<file path="config.mk">
export PLATFORM = sky130hd
export DESIGN_NAME = tick_timer
export DESIGN_NICKNAME = d
export VERILOG_FILES = /design/src/rtl/tick_timer_pkg.sv /design/src/rtl/tick_timer_channel.sv /design/src/rtl/tick_timer.sv
export SDC_FILE = /design/constraint.sdc
export NUM_CORES = 1
export LEC_CHECK = 0
export ABC_AREA = 1
export CAP_MARGIN = 20
export CORE_AREA = 4 4 140 142
export DETAILED_ROUTE_END_ITERATION = 7
export DIE_AREA = 0 0 144 146
export PLACE_DENSITY = 0.8
export RECOVER_POWER = 25
export SYNTH_ARGS = -nofsm -noshare
export SYNTH_HDL_FRONTEND = slang
export SYNTH_SLANG_ARGS = --single-unit
export TNS_END_PERCENT = 10
</file>
<file path="constraint.sdc">
create_clock -name clk -period 6.63 [get_ports clk]
set_clock_uncertainty 0.15 [all_clocks]
set_input_delay 1.326 -clock clk [delete_from_list [all_inputs] [get_ports clk]]
set_output_delay 1.326 -clock clk [all_outputs]
set_load 0.01 [all_outputs]
</file>
<file path="src/rtl/tick_timer_pkg.sv">
// tick_timer_pkg
//   Shared types and helpers for the tick_timer block.
//   - ch_mode_t  : channel countdown mode latched on load.
//   - ch_state_t : per-channel state machine encoding.
//   - tick_div / tick_div_ok : prescaler divide ratio and its legality check.
package tick_timer_pkg;

  typedef enum logic {
    MODE_ONESHOT  = 1'b0,
    MODE_PERIODIC = 1'b1
  } ch_mode_t;

  typedef enum logic {
    CH_IDLE = 1'b0,
    CH_RUN  = 1'b1
  } ch_state_t;

  // Clocks per tick.
  function automatic int unsigned tick_div(input int unsigned clk_hz,
                                           input int unsigned tick_hz);
    return (tick_hz == 0) ? 0 : clk_hz / tick_hz;
  endfunction

  // The divide ratio must be an exact integer of at least 2.
  function automatic bit tick_div_ok(input int unsigned clk_hz,
                                     input int unsigned tick_hz);
    return (tick_hz != 0) && ((clk_hz % tick_hz) == 0) && ((clk_hz / tick_hz) >= 2);
  endfunction

endpackage

</file>
<file path="src/rtl/tick_timer_channel.sv">
// tick_timer_channel
//   One countdown channel: IDLE/RUN state machine plus latched period, mode
//   and remaining-tick counter. Per-cycle priority is load > stop > tick.
// Ports:
//   clk, rst          clock, asynchronous active-high reset
//   tick              qualified tick strobe (already gated by any pause)
//   load              load/restart strobe; period 0 acts as stop
//   mode              sampled on load: 0 one-shot, 1 periodic
//   period [WIDTH]    period in ticks, sampled on load
//   stop              stop strobe
//   busy              channel is in RUN
//   expire            registered one-cycle expiry strobe
module tick_timer_channel
  import tick_timer_pkg::*;
#(
  parameter int unsigned WIDTH = 16
) (
  input  logic             clk,
  input  logic             rst,
  input  logic             tick,
  input  logic             load,
  input  logic             mode,
  input  logic [WIDTH-1:0] period,
  input  logic             stop,
  output logic             busy,
  output logic             expire
);

  ch_state_t        state, state_nxt;
  ch_mode_t         mode_q, mode_nxt;
  logic [WIDTH-1:0] period_q, period_nxt;
  logic [WIDTH-1:0] remain_q, remain_nxt;
  logic             expire_nxt;

  always_ff @(posedge clk or posedge rst) begin
    if (rst) begin
      state    <= CH_IDLE;
      mode_q   <= MODE_ONESHOT;
      period_q <= '0;
      remain_q <= '0;
      expire   <= 1'b0;
    end else begin
      state    <= state_nxt;
      mode_q   <= mode_nxt;
      period_q <= period_nxt;
      remain_q <= remain_nxt;
      expire   <= expire_nxt;
    end
  end

  always_comb begin
    state_nxt  = state;
    mode_nxt   = mode_q;
    period_nxt = period_q;
    remain_nxt = remain_q;
    expire_nxt = 1'b0;

    if (load) begin
      // A load wins over a coinciding tick, so the new period starts
      // counting from the next tick and any pending expire is dropped.
      if (period != '0) begin
        state_nxt  = CH_RUN;
        mode_nxt   = ch_mode_t'(mode);
        period_nxt = period;
        remain_nxt = period;
      end else begin
        state_nxt  = CH_IDLE;
        remain_nxt = '0;
      end
    end else if (stop) begin
      if (state == CH_RUN) begin
        state_nxt  = CH_IDLE;
        remain_nxt = '0;
      end
    end else if (tick && (state == CH_RUN)) begin
      if (remain_q > WIDTH'(1)) begin
        remain_nxt = remain_q - WIDTH'(1);
      end else begin
        expire_nxt = 1'b1;
        if (mode_q == MODE_PERIODIC) begin
          remain_nxt = period_q;
        end else begin
          state_nxt  = CH_IDLE;
          remain_nxt = '0;
        end
      end
    end
  end

  assign busy = (state == CH_RUN);

endmodule

</file>
<file path="src/rtl/tick_timer.sv">
// tick_timer
//   Multi-channel tick timer. A prescaler divides clk by DIV = CLK_HZ/TICK_HZ
//   to make a one-cycle tick strobe; out_time counts ticks and wraps silently.
//   CHANNELS independent countdown channels (one-shot or periodic) run off
//   the tick.
//   Optional feature macro: TICK_TIMER_PAUSE_EN adds a pause input that
//   freezes the prescaler, out_time and all channels (load/stop still act).
// Ports:
//   clk, rst                   clock, asynchronous active-high reset
//   tick                       one-cycle strobe every DIV clocks
//   out_time [WIDTH]           free-running tick count
//   ch_load/ch_mode/ch_stop    per-channel load strobe, mode, stop strobe
//   ch_period [CHANNELS*WIDTH] channel i period at [i*WIDTH +: WIDTH]
//   ch_busy/ch_expire          per-channel RUN flag and expiry strobe
//   pause                      (TICK_TIMER_PAUSE_EN only) freeze counting
module tick_timer
  import tick_timer_pkg::*;
#(
  parameter int unsigned CLK_HZ   = 50_000_000,
  parameter int unsigned TICK_HZ  = 1_000,
  parameter int unsigned WIDTH    = 16,
  parameter int unsigned CHANNELS = 4
) (
  input  logic                      clk,
  input  logic                      rst,
  output logic                      tick,
  output logic [WIDTH-1:0]          out_time,
  input  logic [CHANNELS-1:0]       ch_load,
  input  logic [CHANNELS-1:0]       ch_mode,
  input  logic [CHANNELS*WIDTH-1:0] ch_period,
  input  logic [CHANNELS-1:0]       ch_stop,
  output logic [CHANNELS-1:0]       ch_busy,
  output logic [CHANNELS-1:0]       ch_expire
`ifdef TICK_TIMER_PAUSE_EN
  ,
  input  logic                      pause
`endif
);

  localparam int unsigned DIV = tick_div(CLK_HZ, TICK_HZ);
  localparam int unsigned PW  = (DIV >= 2) ? $clog2(DIV) : 1;
  localparam logic [PW-1:0] PRESC_LAST = PW'(DIV - 1);

  if (!tick_div_ok(CLK_HZ, TICK_HZ) || (CHANNELS < 1)) begin : g_bad_cfg
    $error("tick_timer: CLK_HZ/TICK_HZ must be an exact integer >= 2 and CHANNELS >= 1");
  end

  logic          hold;
  logic [PW-1:0] presc;
  logic          tick_q;
  logic          tick_cnt;

`ifdef TICK_TIMER_PAUSE_EN
  assign hold = pause;
`else
  assign hold = 1'b0;
`endif

  // While held, a tick already registered is kept (but masked at the
  // output) so it is delivered on resume rather than lost.
  always_ff @(posedge clk or posedge rst) begin
    if (rst) begin
      presc    <= '0;
      tick_q   <= 1'b0;
      out_time <= '0;
    end else if (!hold) begin
      presc  <= (presc == PRESC_LAST) ? '0 : presc + PW'(1);
      tick_q <= (presc == PRESC_LAST);
      if (tick_q) begin
        out_time <= out_time + WIDTH'(1);
      end
    end
  end

  assign tick_cnt = tick_q & ~hold;
  assign tick     = tick_cnt;

  for (genvar i = 0; i < int'(CHANNELS); i++) begin : g_ch
    tick_timer_channel #(
      .WIDTH(WIDTH)
    ) u_ch (
      .clk    (clk),
      .rst    (rst),
      .tick   (tick_cnt),
      .load   (ch_load[i]),
      .mode   (ch_mode[i]),
      .period (ch_period[i*WIDTH +: WIDTH]),
      .stop   (ch_stop[i]),
      .busy   (ch_busy[i]),
      .expire (ch_expire[i])
    );
  end

endmodule

</file>
== After elaboration in Yosys (flattened, before gate mapping) ==
Index checks and enable logic that the tools add are counted.

* Input bits: 78
* Logic and storage cells: 139
* Bits in registers: 173
* Output and inout bits: 25

* Reduce and logical (&&, ||, !) cells: 24
* Order comparisons: 4
* Add/sub/neg operators: 6
* Multiplexer cells: 69
* Equal/unequal tests: 13

{| class="wikitable"
|+ Operators with widths
! kind !! number
|-
| 16-bit 2-to-1 mux || 29
|-
| 16-bit by 1-bit greater-than comparator with 1-bit output, second input constant || 4
|-
| 16-bit nonzero test || 4
|-
| 16-bit by 1-bit subtractor with 16-bit output, second input constant || 4
|-
| 1-bit 2-to-1 mux || 40
|-
| 16-bit by 1-bit adder with 16-bit output, second input constant || 2
|-
| 3-bit inequality test, second input constant || 8
|-
| 16-bit == test, second input constant || 1
|-
| 2-bit AND reduction || 8
|-
| 3-bit by 2-bit inequality test with 1-bit output, second input constant || 4
|-
| 3-bit AND reduction || 4
|-
| 3-bit nonzero test || 4
|-
| 1-bit logical AND || 4
|}

== Depth between registers and ports, before layout ==
Gate-level depths: netlist of run 1.

* Depth after elaboration: 5
* Gate-level depth with buffers: 10
* Depth with buffers taken out: 10

== Hierarchy ==
A second synthesis of run 1 with hierarchy kept.

* Cell total of the unflattened synthesis: 1590
* Area, all modules: 11063.1 µm²

{| class="wikitable"
|+ By module, submodules not included
! module !! cells each !! seq. area each (µm²) !! times used !! area an instance (µm²)
|-
| tick_timer_channel at g_ch[0].u_ch ... || 342 || 875.8 || 2 || 2353.5
|-
| tick_timer_channel at g_ch[2].u_ch ... || 341 || 875.8 || 2 || 2306.0
|-
| tick_timer || 224 || 825.8 || 1 || 1744.2
|}

== Worst setup path after synthesis of run 1 ==
Ideal clock, no wire load.

* Kind: input port to flip-flop
* From: input port ch_load[0]
* To: register g_ch[0].u_ch.remain_q[14]
* Stages: 8
* Path slack: 4.028 ns
* Path buffers: 2
* Required time: 6.358 ns
* Arrival: 2.329 ns
* Setup time: 0.122 ns
* Cells stage by stage: buf_2 nor2_4 inv_2 o22ai_4 inv_2 buf_2 nor2_1 a21oi_1

* Cells in the longest elaborated chain, start to end: 2
* Elaborated cells between the ends (all ways): 4

{| class="wikitable"
|+ RTL lines
! element !! RTL line !! RTL
|-
| start: declaration || tick_timer.sv:28 || <nowiki>input logic [CHANNELS-1:0] ch_load,</nowiki>
|-
| 3-bit by 2-bit inequality test with 1-bit output (no line) / 3-bit nonzero test (equally long branches) || - ||
|-
| 2-bit AND reduction (no line) || - ||
|-
| end signal: assignment || tick_timer_channel.sv:46 || <nowiki>remain_q <= remain_nxt;</nowiki>
|-
| end: declaration || tick_timer_channel.sv:32 || <nowiki>logic [WIDTH-1:0] remain_q, remain_nxt;</nowiki>
|}

Parallel ways exist; a longest one is shown, timed or not.
A chain may end at the register's enable or synchronous reset.

== Worst setup path after layout of run 1 ==
* From: input port ch_load[1]
* To: register g_ch[1].u_ch.remain_q[11]

* Cells in the longest elaborated chain, start to end: 2
* Elaborated cells between the ends (all ways): 4

{| class="wikitable"
|+ RTL lines
! element !! RTL line
|-
| 3-bit by 2-bit inequality test with 1-bit output (no line) / 3-bit nonzero test (equally long branches) || -
|-
| 2-bit AND reduction (no line) || -
|-
| end signal: assignment || tick_timer_channel.sv:46
|-
| end: declaration || tick_timer_channel.sv:32
|}

Parallel ways exist; a longest one is shown, timed or not.

==> out/summary.txt, run 1 <==
First-pass iteration count of the detailed router: 6
Post-DRT Antenna Nets: 0
CTS Buffer Depth: 2
Endpoints failing setup: 0
Slew @ Worst Pin: 0.9270 ns
CP Max Fanout: 21
Worst endpoint required time: 6.79 ns
Postcts setup bufs: 0
Syn Nets: 1605
PortBufs: 102
Worst setup SP type: input port
Num CTS Buffers: 17
List of most frequent post-synthesis cells: 491 x nand2_1, 197 x nor2_1, 173 x dfrtp_1, 154 x nand3_1, 133 x inv_1
Fill cells: 1608
Area of the multi-input gates: 5359 um2
Setup slack, reg-to-reg: 4.20 ns
Final Core Density: 0.6623
Max Clk Rate: 0.2650 GHz
Slew headroom: 0.3820
Post-CTS Resized: 0
Net switching fraction of the power: 0.3021
Synth top area share: 0.4097
Number of synthesized flops with an enable pin: 0
Die width: 144 um
Layout net count: 1679
Clock power frac: 0.378
Combinational Power Share: 0.180
Total gr overflow: 0
Post-synth ARST share: 1.000
Initial Util: 0.5725
Ranking of synthesized cells by area: dfrtp_1 41%, nand2_1 17%, nand3_1 7.3%
RSZ-0062 raised after global routing: no
Max-Cap Viols: 0
Hold-fix buffers, CTS: 0
YS warnings: 0
Sequential power share: 0.442
Worst-path clk slew: 0.07 ns
Final worst slack: 2.857 ns
Via density: 5.514
Wire per inst: 14.65 um
Clock latency on the worst-skew pair: 0.43 ns
PwrDens: 233.6 nW/um2
Largest area contributor in the netlist: dfrtp_1
Synth cell types: 40
Top FF cell, synth: dfrtp_1
Tot GR Track Use: 0.2647
Synth Cell Area: 10570 um2
Drt initial violations: 1019
Total wire length: 26.92 mm
CP Data Arrival Time: 3.93 ns
WS Path Type: in -> reg
RD Place Congestion: 0.9268
Vias: 10130
Clock period minus worst slack: 3.773 ns
Place WS: 2.880 ns
Antenna violations before repair: 0
NetSw: 0.0008627 W
Worst Hold Class: reg -> reg
Total die area: 21020 um2
Number of global-route vias before repair: 9526
Avg Cell Area, Syn: 6.965 um2
Final Max Slew Viols: 0
Post-synthesis sequential area ratio: 0.4097
DR DRC count: 0
#FFs+latches synth: 173
Chip height: 146 um
CTS tree: built
Tcrit/Tclk final: 0.5691
FF/Latch Area: 4329 um2
# H-tree levels: 4
Root buf cell: clkbuf_16
Leakage power: 5.860 nW
P_int: 0.001993 W
Share of layout cells above drive strength 1: 0.05552
Largest net degree at the start of global routing: 95
Layout Area Growth over Synthesis: 15.68%
Peak VDD IR: 0.1685 mV
Core ar.: 18460 um2
TNS Setup: 0 ns
First-pass GRT wire length: 46.20 mm
Outcome: completed
Sinks on Clock Net: 173
Row cnt: 50
Fin. Hold Viols: 0
Top Ports: 103
Most numerous cell in the Yosys netlist: nand2_1
Cell count after synthesis: 1517
DP HPWL: 19.14 mm
CP endpoint kind: flop
N_diodes: 0
[worst max-delay path, cell delays in order]
cell,delay [ns]
clkdlybuf4s50_1,0.45
clkbuf_1,0.69
nor2_2,0.37
a21oi_2,0.62
buf_8,0.25
nand2_1,0.07
inv_1,0.07
a21oi_1,0.07
[power by group through the flow]
stage	Combinational, W	Sequential, W	Clock [W]
finish	0.000515	0.00126	0.00108
global route	0.000591	0.00128	0.00114
CTS	0.000512	0.00126	0.00109
detailed placement	0.000507	0.00128	0
global placement	0.000491	0.00128	0
floorplan	0.000379	0.00124	0
[cell usage in the layout (no fill, tap or decap), types with 6 or more instances in the layout]
| master | synthesis | routed |
|---|---|---|
| nand2_1 | 491 | 491 |
| nor2_1 | 197 | 199 |
| dfrtp_1 | 173 | 173 |
| nand3_1 | 154 | 154 |
| inv_1 | 133 | 133 |
| a21oi_1 | 109 | 109 |
| clkdlybuf4s50_1 | 0 | 101 |
| o21ai_0 | 49 | 49 |
| xor2_1 | 21 | 21 |
| nand4_1 | 17 | 17 |
| clkbuf_16 | 0 | 17 |
| nor3_1 | 14 | 14 |
| nor2_2 | 15 | 14 |
| xnor2_1 | 12 | 12 |
| ha_1 | 10 | 10 |
| inv_2 | 8 | 7 |
| nand3b_1 | 6 | 6 |
| nor4_1 | 6 | 6 |
[final timing paths]
check,startpoint,to,depth (start not counted)
min reg2reg,presc[0],presc[0],1
min,presc[0],presc[0],1
min in group asynchronous,rst,g_ch[2].u_ch.busy,2
max,ch_load[1],g_ch[1].u_ch.remain_q[11],8
max reg2reg,g_ch[1].u_ch.remain_q[0],g_ch[1].u_ch.remain_q[11],9
max in group asynchronous,rst,g_ch[1].u_ch.expire,3
[per-stage QoR]
step / instance area [um2] / hold slack (ns) / cells / power (W)
after floorplan: 10570 / 0.2829 / 1517 / 0.001621
after global placement: 11590 / 0.2986 / 1805 / 0.001767
after detailed placement: 11610 / 0.3070 / 1806 / 0.001785
after CTS: 12240 / 0.3152 / 1837 / 0.002861
after global routing: 12220 / 0.3425 / 1837 / 0.003009
final: 12220 / 0.3107 / 1837 / 0.002855
[sequential cells by signal, summed over array words and instances (netlist names)]
signal / cells
g_ch.u_ch.busy: 4
g_ch.u_ch.expire: 4
g_ch.u_ch.mode_q: 4
g_ch.u_ch.period_q: 64
g_ch.u_ch.remain_q: 64
out_time: 16
presc: 16
tick: 1
[layout make-up]
type / instances / area share
well taps: 234 / 0.02395
multi-input cells: 1148 / 0.4384
repair buffers: 109 / 0.08814
inverters: 142 / 0.04402
clock inverters: 13 / 0.01535
clock buffers: 18 / 0.03593
flip-flops and latches: 173 / 0.3542
[kinds of logic after synthesis]
group / count (synthesis) / synth area share
DFF: 173 / 0.4097
xor gates and xnor gates: 33 / 0.02735
AOI/OAI and AO/OA: 182 / 0.09580
buffers and inverters: 196 / 0.08218
and+or+nand+nor: 923 / 0.3731
adders and majority gates: 10 / 0.01184
[layer usage]
metal | share of wire | up-vias | GRT usage
met4 | 0.017 | 0 | 0.07062
met5 | 0 | - | 0
met1 | 0.44 | 4720 | 0.3898
met3 | 0.072 | 37 | 0.04371
met2 | 0.47 | 394 | 0.4067
li1 | - | 4978 | -
Note: power is estimated with default switching activity, not from simulation.
==> run 2: changes to the inputs <==
- CORE_AREA: 4 4 140 142 -> 4 4 147 149
- DIE_AREA: 0 0 144 146 -> 0 0 151 153
- PLACE_DENSITY: 0.8 -> 0.77
- clock period: 6.63 -> 3.3 ns (I/O delays scaled with it)
==> run 2 against run 1 <==
  * Combinational power rose by 100%
  * Sequential power rose by 100%
  * Worst setup slack worse by 2.2 ns
  * Die area rose by 9.9%
  * Clock-buffer cell count unchanged
  * Global-route usage shrank 2.4 points
  * Critical path depth shrank 7
  * Critical endpoint is now tick
  * Largest cell class unchanged
  * Largest power group unchanged
  * Highest routed layer unchanged
==> out/summary.txt, run 2 (synthesis results as in run 1) <==
Tot GR Track Use: 0.2404 (-0.02429)
Total wire length: 27.32 mm (+1.5%)
Chip height: 153 um (+4.8%)
Number of global-route vias before repair: 9420 (-1.1%)
Largest net degree at the start of global routing: 81 (-15%)
Clock latency on the worst-skew pair: 0.44 ns (about the same)
Largest registers: g_ch.u_ch.period_q (64), g_ch.u_ch.remain_q (64)
Slew @ Worst Pin: 1.315 ns (+0.3875 ns)
Die width: 151 um (+4.9%)
CTS Buffer Depth: 2 (unchanged)
Sinks on Clock Net: 173 (unchanged)
Initial Util: 0.5239 (-0.04866)
PortBufs: 102 (unchanged)
First-pass iteration count of the detailed router: 5 (-1)
First-pass GRT wire length: 45.65 mm (-1.2%)
Cell Chain, Critical Path: clkdlybuf4s50_1
Worst path top cell family by delay: flip-flops
Placed cell areas: 11760 um2 (+1.3%)
CP max stage cell: dfrtp_1
DR DRC count: 0 (unchanged)
Antenna violations before repair: 0 (unchanged)
Met2 usage: 0.3728 (-0.03384)
DP HPWL: 19.65 mm (+2.7%)
CP endpoint kind: output pin
Max Clk Rate: 0.3781 GHz
Met1 Usage GRT: 0.3463 (-0.04345)
Worst setup SP type: flop
CP peak stage delay: 0.74 ns (+0.05 ns)
PwrDens: 455.3 nW/um2 (+95%)
Root buf cell: clkbuf_16
Hold-fix buffers, CTS: 0 (unchanged)
Clock period minus worst slack: 2.645 ns
Wire per inst: 14.49 um (-1.1%)
CP Max Fanout: 10 (-52%)
GRT busiest layer: met2
N_diodes: 0 (unchanged)
WS Path Type: reg -> out
Worst endpoint required time: 2.49 ns (-4.30 ns)
Fin. Hold Viols: 0 (unchanged)
# H-tree levels: 4 (unchanged)
Worst-path clk slew: 0.07 ns (about the same)
Max-Cap Viols: 0 (unchanged)
Cells after DPL: 1854 (+2.7%)
Total gr overflow: 0 (unchanged)
Outcome: completed
Most common cell after layout, fill and taps aside: nand2_1
Post-DRT Antenna Nets: 0 (unchanged)
Worst Hold Class: reg -> reg
Row cnt: 52 (+4.0%)
TNS Setup: 0 ns (unchanged)
Drt initial violations: 798 (-22%)
Leakage power: 5.906 nW (+0.79%)
Top Ports: 103 (unchanged)
Final Max Slew Viols: 0 (unchanged)
FF/Latch Area: 4329 um2 (unchanged)
Endpoints failing setup: 0 (unchanged)
Num CTS Buffers: 17 (unchanged)
Layout net count: 1691 (+0.71%)
Met3 GRT Util: 0.04768 (+0.003969)
Core ar.: 20170 um2 (+9.3%)
Postcts setup bufs: 0 (unchanged)
Post-CTS Resized: 0 (unchanged)
WP buf/inv: 1 (-3)
Tcrit/Tclk final: 0.8015
Share of layout cells above drive strength 1: 0.06436 (+0.008836)
Design Power: 0.005617 W (+97%)
Area of the multi-input gates: 5369 um2 (+0.19%)
Post-route cell area: 12340 um2 (+0.93%)
Slew headroom: 0.1236 (-0.2583)
Most frequent cells in the layout: 491 x nand2_1, 197 x nor2_1, 173 x dfrtp_1, 154 x nand3_1, 132 x inv_1
RD Place Congestion: 0.8860 (-4.4%)
RSZ-0062 raised after global routing: no
CP Data Arrival Time: 1.83 ns (-2.10 ns)
Via density: 5.365 (-2.7%)
Final std cells w/o fill: 1886 (+2.7%)
Vias: 10120 (-0.099%)
CTS tree: built
Total die area: 23100 um2 (+9.9%)
Fill cells: 1839 (+14%)
Layout Area Growth over Synthesis: 16.76%
Peak VDD IR: 0.3338 mV (+98%)
[run 2: per-stage QoR]
stage	utilization	hold WS, ns	setup slack [ns]
after floorplan	-	0.2829	0.2793
after global placement	0.5831	0.2995	0.5855
after detailed placement	0.5831	0.3050	0.5466
after CTS	0.6122	0.3140	0.6565
after global routing	0.6117	0.3320	0.4190
final	0.6117	0.3102	0.6552
[run 2: final timing paths]
path | end | slack, ns | start | cells past startpoint
min reg2reg | presc[0] | 0.31 | presc[0] | 1
max in group asynchronous | g_ch[2].u_ch.mode_q | 0.80 | rst | 3
max | tick | 0.66 | tick | 1
max reg2reg | g_ch[3].u_ch.remain_q[13] | 1.08 | tick | 5
min | presc[0] | 0.31 | presc[0] | 1
min in group asynchronous | g_ch[2].u_ch.expire | 0.60 | rst | 2
[run 2: cell type report]
cell class	count	share of cell area
multi-input combinational	1148	0.4352
sequential	173	0.3509
timing repair buffer	121	0.09574
inverter	142	0.04331
clock buffer	18	0.03560
tap	270	0.02738
clock inverter	14	0.01187
[run 2: where the power goes]
part	internal (W)	switching, W	leakage (nW)
Combinational	0.000409	0.000634	3.49
Clock	0.00109	0.000949	0.288
Sequential	0.00231	0.000220	2.13
[run 2: metal layers]
layer | routed length (um) | part of all wire
met1 | 12630 | 0.46
met2 | 12560 | 0.46
met3 | 1796 | 0.066
met4 | 334 | 0.012
met5 | 0 | 0
